**config.mk**
```make
export PLATFORM = sky130hd
export DESIGN_NAME = shift_register_piso_tx
export DESIGN_NICKNAME = d
export VERILOG_FILES = /design/src/rtl/piso_pkg.sv /design/src/rtl/piso_tick_gen.sv /design/src/rtl/shift_register_piso_tx.sv
export SDC_FILE = /design/constraint.sdc
export NUM_CORES = 1
export LEC_CHECK = 0
export BUFFER_PORTS_ARGS = -buffer_cell sky130_fd_sc_hd__buf_4
export CAP_MARGIN = 20
export CORE_UTILIZATION = 45
export CTS_BUF_LIST = sky130_fd_sc_hd__clkbuf_8
export DETAILED_ROUTE_END_ITERATION = 10
export HOLD_SLACK_MARGIN = 0.12
export PLACE_DENSITY = 0.79
export SYNTH_ARGS = -nofsm -noshare
export SYNTH_HDL_FRONTEND = slang
export SYNTH_SLANG_ARGS = --single-unit
```
**constraint.sdc**
```tcl
create_clock -name clk -period 2.2 [get_ports clk]
set_input_delay 0.66 -clock clk [delete_from_list [all_inputs] [get_ports clk]]
set_output_delay 0.66 -clock clk [all_outputs]
set_load 0.05 [all_outputs]
```
**src/rtl/piso_pkg.sv**
```systemverilog
// Shared types and defaults for the PISO serial transmitter.
// Holds the FSM state encoding and the counter width helper.
package piso_pkg;

  typedef enum logic [1:0] {
    IDLE  = 2'd0,
    SHIFT = 2'd1,
    DONE  = 2'd2
  } piso_state_e;

  localparam int DEF_WIDTH    = 8;
  localparam int DEF_PRESCALE = 1;

  // Bits needed to count 0..n-1; never less than one bit so a
  // degenerate counter (n == 1) still has a legal vector width.
  function automatic int cnt_w(input int n);
    return (n < 2) ? 1 : $clog2(n);
  endfunction

endpackage

```
**src/rtl/piso_tick_gen.sv**
```systemverilog
// Bit-hold timer: counts PRESCALE enabled cycles and flags the last one.
// tick is decoded from the registered count, so it carries no input-to-output path except enable.
module piso_tick_gen
  import piso_pkg::*;
#(
  parameter int PRESCALE = DEF_PRESCALE
) (
  input  logic clk,
  input  logic reset,
  input  logic clear,
  input  logic enable,
  output logic tick
);

  localparam int CW = cnt_w(PRESCALE);
  localparam logic [CW-1:0] LAST = CW'(PRESCALE - 1);

  logic [CW-1:0] cnt;

  assign tick = enable && (cnt == LAST);

  always_ff @(posedge clk or negedge reset) begin
    if (!reset) begin
      cnt <= '0;
    end else if (clear) begin
      cnt <= '0;
    end else if (enable) begin
      cnt <= tick ? '0 : cnt + CW'(1);
    end
  end

endmodule

```
**src/rtl/shift_register_piso_tx.sv**
```systemverilog
// Parallel-in serial-out transmitter with selectable bit order, per-bit hold
// time (PRESCALE), abort, and a one-cycle done pulse after each word.
module shift_register_piso_tx
  import piso_pkg::*;
#(
  parameter int WIDTH    = DEF_WIDTH,
  parameter int PRESCALE = DEF_PRESCALE
) (
  input  logic             clk,
  input  logic             reset,
  input  logic             load_valid,
  input  logic [WIDTH-1:0] load_data,
  input  logic             msb_first,
  input  logic             abort,
  output logic             load_ready,
  output logic             s_out,
  output logic             busy,
  output logic             done,
  output piso_state_e      state_dbg
);

  // Handshake: a word transfers on a rising edge where load_valid && load_ready;
  // load_ready is high only in IDLE, and abort in the same cycle blocks the transfer.

  localparam int BW = cnt_w(WIDTH);
  localparam logic [BW-1:0] LAST_BIT = BW'(WIDTH - 1);

  piso_state_e      state, state_n;
  logic [WIDTH-1:0] sr, sr_n;
  logic [BW-1:0]    bit_cnt, bit_cnt_n;
  logic             msb_q, msb_n;
  logic             tick;

  piso_tick_gen #(
    .PRESCALE(PRESCALE)
  ) u_tick (
    .clk   (clk),
    .reset (reset),
    .clear (state != SHIFT),
    .enable(state == SHIFT),
    .tick  (tick)
  );

  always_ff @(posedge clk or negedge reset) begin
    if (!reset) begin
      state   <= IDLE;
      sr      <= '0;
      bit_cnt <= '0;
      msb_q   <= 1'b0;
    end else begin
      state   <= state_n;
      sr      <= sr_n;
      bit_cnt <= bit_cnt_n;
      msb_q   <= msb_n;
    end
  end

  always_comb begin
    state_n   = state;
    sr_n      = sr;
    bit_cnt_n = bit_cnt;
    msb_n     = msb_q;
    unique case (state)
      IDLE: begin
        if (!abort && load_valid) begin
          sr_n      = load_data;
          msb_n     = msb_first;
          bit_cnt_n = '0;
          state_n   = SHIFT;
        end
      end
      SHIFT: begin
        if (abort) begin
          sr_n      = '0;
          bit_cnt_n = '0;
          state_n   = IDLE;
        end else if (tick) begin
          // Shift toward whichever end drives s_out, zero-filling behind.
          sr_n = msb_q ? (sr << 1) : (sr >> 1);
          if (bit_cnt == LAST_BIT) begin
            bit_cnt_n = '0;
            state_n   = DONE;
          end else begin
            bit_cnt_n = bit_cnt + BW'(1);
          end
        end
      end
      DONE: begin
        sr_n      = '0;
        bit_cnt_n = '0;
        state_n   = IDLE;
      end
      default: begin
        sr_n      = '0;
        bit_cnt_n = '0;
        state_n   = IDLE;
      end
    endcase
  end

  assign load_ready = (state == IDLE);
  assign busy       = (state != IDLE);
  assign done       = (state == DONE);
  assign s_out      = (state == SHIFT) && (msb_q ? sr[WIDTH-1] : sr[0]);
  assign state_dbg  = state;

endmodule

```
==> implementation parameters <==
Parameter                              Value

Power and ir drop
  Combinational cell fraction of total power ... 25.0%
  Internal Dissipation ... 544 µW
  Power dissipated by switching net loads ... 232 µW
  Clock network fraction of total power ... 29.4%
  Sw Ratio ... 29.9%
  IR Drop Worst-Case VDD ... 0.000522 V
  Part of the total power dissipated in sequential elements ... 45.7%
  Cell leakage power ... 0.526 nW
  Power density over cell area ... 702 nW/µm²

Yosys
  Number of warnings printed during yosys synthesis ... 0
  Number of enable flip-flop cells after synthesis ... 0
  Mean Syn Cell Area ... 11.4 µm²
  Synthesized flop and latch total ... 15
  Top cell type by total area after synthesis ... dfrtp_1
  Leading post-synthesis cells by cell area ... dfrtp_1, mux2_2, a22oi_1, mux2_4, o22ai_1
  Synthesized Nets ... 95
  Dominant register cell in the synthesized netlist ... dfrtp_1
  Synthesized area ... 913 µm²
  Distinct cell type count after synthesis ... 32
  Proportion of synthesized chip area in sequential cells ... 41.1%
  Post-Syn Instances ... 80
  Share of Yosys cell area claimed by the top area cell type ... 41.1%
  Post-synth ARST share ... 100%

Finish
  Count of nets after finishing ... 116
  P&R area growth vs syn ... 21.0%
  Layout fillers ... 169
  Share of final-layout standard cells stronger than drive strength 1 ... 44.0%
  Non-Filler Cell Area, Final ... 1100 µm²
  Antenna diode count ... 0
  Layout Utilization ... 60.7%

Global routing
  Number of antenna violations at the first check in global routing ... 0
  Number of global-route vias before repair ... 616
  First-pass GRT wire length ... 3.04 mm
  Gr usage total ... 21.5%
  Largest net degree at the start of global routing ... 16
  Global-route congestion overflow total ... 0

STA
  Max Slew Vio Count ... 0
  F_max ... 483 MHz
  Tmin final ... 2.07 ns
  Setup repair after global routing missed its margin ... no
  Total count of hold-check failures in the final report ... 0
  Skew final ... 0.00613 ns
  Final worst path period share ... 94.2%
  Setup violation total in the final timing report ... 0

Critical path
  Type of origin of the critical path ... register
  Arrival time at the worst endpoint ... 1.41 ns
  Setup CP Type ... register to output port
  Data required time of the worst path ... 1.54 ns
  CP max FO ... 13
  Length in cells of the worst reg-to-reg path ... 3
  CP endpoint kind ... output port
  Reg-to-reg critical path startpoint ... state_dbg[0]$_DFFE_PN0P_
  Capture instance of the worst register-to-register path ... sr[7]$_DFFE_PN0P_
  Worst R2R Setup Slack ... 0.45 ns

Place
  Area post-placement ... 1060 µm²
  Routability-driven placement congestion ratio ... 0.774
  Number of input and output port buffers inserted ... 18
  Placed wire-length estimate ... 1.39 mm

Drt
  Detailed-route vias per instance ... 5.41
  Number of detailed-routing iterations run before antenna repair ... 4
  Remaining antenna violation count after routing ... 0
  Residual DRC ... 0
  Iteration-0 DRC count of the detailed router ... 9
  Total length of routed wires ... 1.90 mm
  Wire length per cell ... 15.2 µm
  Detailed-route via count ... 676

Floorplanning
  Die H ... 47.1 µm
  Die span in x ... 47.1 µm
  Area of the placeable core ... 1820 µm²
  Number of top-level pins ... 19
  Die Outline Area ... 2210 µm²
  Initial Util ... 50.2%
  Cell row count ... 15

CTS
  CTS tree ... done
  Clock buffers created by TritonCTS ... 3
  Bufs on Longest Clock Path ... 2
  Postcts setup bufs ... 0
  Clock latency of the later-clocked register in the worst-skew pair ... 0.25 ns
  Clock transition at path regs ... 0.07 ns
  Root buffer selected by CTS ... clkbuf_8
  Number of sinks driven by the clock tree ... 15
  Post-CTS sizing ... 0
  Number of hold buffers added after cts ... 0
  Depth of the CTS H-tree ... 1

Run
  Count of maximum capacitance violations ... 0

Run status
  Status ... finished, final reports clean

Hold path
  Tightest Hold Check Type ... input pin to async pin
## Yosys cell counts, types with 2 or more instances
cell type / number
mux2_2: 8
and3b_1: 2
mux2_4: 3
nand2b_1: 2
ha_1: 2
nor3_1: 2
inv_1: 9
o22ai_1: 6
buf_6: 2
a22oi_1: 6
dfrtp_1: 15
a21oi_1: 2
nor2_1: 2
## how the worst max path moves through the flow
stage	startpoint	to
after detailed placement	abort	sr[7]$_DFFE_PN0P_
after global placement	abort	sr[7]$_DFFE_PN0P_
after global routing	state_dbg[0]$_DFFE_PN0P_	s_out
after floorplan	state_dbg[0]$_DFFE_PN0P_	s_out
after CTS	state_dbg[0]$_DFFE_PN0P_	s_out
final	state_dbg[0]$_DFFE_PN0P_	s_out
## kinds of logic (layout without fill, tap and decap cells)
| kind of cell | Yosys count | after routing | synth area share [%] |
|---|---|---|---|
| buf+inv | 13 | 33 | 8.22 |
| flops | 15 | 15 | 41.1 |
| fa+ha+maj | 2 | 2 | 2.74 |
| compound gates | 19 | 19 | 15.8 |
| simple gates | 18 | 18 | 15.9 |
| mux | 12 | 12 | 15.9 |
| other cells | 1 | 1 | 0.411 |
## layout by cell type (no fill, tap or decap), drive strengths merged, types with 2 or more instances in the layout
| cell | n |
|---|---|
| inv | 9 |
| and3b | 2 |
| buf | 20 |
| mux2 | 11 |
| nand2b | 2 |
| nor3 | 2 |
| a21oi | 2 |
| dfrtp | 15 |
| nor2b | 2 |
| clkbuf | 3 |
| o22ai | 6 |
| nor2 | 3 |
| a22oi | 6 |
| nor3b | 2 |
| ha | 2 |
## worst max-delay path: stages (launching register included)
cell and delay, ns:
dfrtp_1 0.60, inv_1 0.15, nor3_2 0.19, buf_4 0.22
## flip-flops by register name, indices dropped and copies added, names as in the netlist
register / flops
msb_q: 1
u_tick.cnt: 1
state_dbg: 2
bit_cnt: 3
sr: 8
## layout make-up
type                    count  area [µm²]  share of cell area [%]
clock inverters             1        5.00                   0.453
flip-flops and latches     15         375                    34.0
repair buffers             20         150                    13.6
inverters                   9        33.8                    3.06
multi-input cells          52         468                    42.4
clock buffers               3        41.3                    3.74
well taps                  25        31.3                    2.83
## power groups by stage
stage	sequential [mW]	combinational, mW	clock [mW]
2_1_floorplan	0.340	0.153	0
3_3_place_gp	0.358	0.188	0
3_5_place_dp	0.360	0.194	0
4_1_cts	0.355	0.195	0.236
5_1_grt	0.361	0.212	0.246
6_report	0.354	0.194	0.228
## metal layers
layer / track usage (%) / share of wire [%] / vias to the layer above
met5: 0 / 0 / -
met4: 10.3 / 2.0 / 0
met3: 6.92 / 3.5 / 5
met2: 29.4 / 49 / 12
met1: 30.5 / 46 / 329
li1: - / - / 330
## metrics by stage
step                      hold WS (ns)  worst slack [ns]  setup TNS, ns  std cells  power [mW]
final                            0.248             0.128              0        125       0.776
after global placement           0.504             0.330              0        121       0.545
after CTS                        0.252             0.113              0        125       0.785
after floorplan                  0.364           -0.0735         -0.139         80       0.493
after global routing             0.262            0.0398              0        125       0.819
after detailed placement         0.511             0.271              0        121       0.554
No activity file was read; power rests on OpenSTA's default activity.
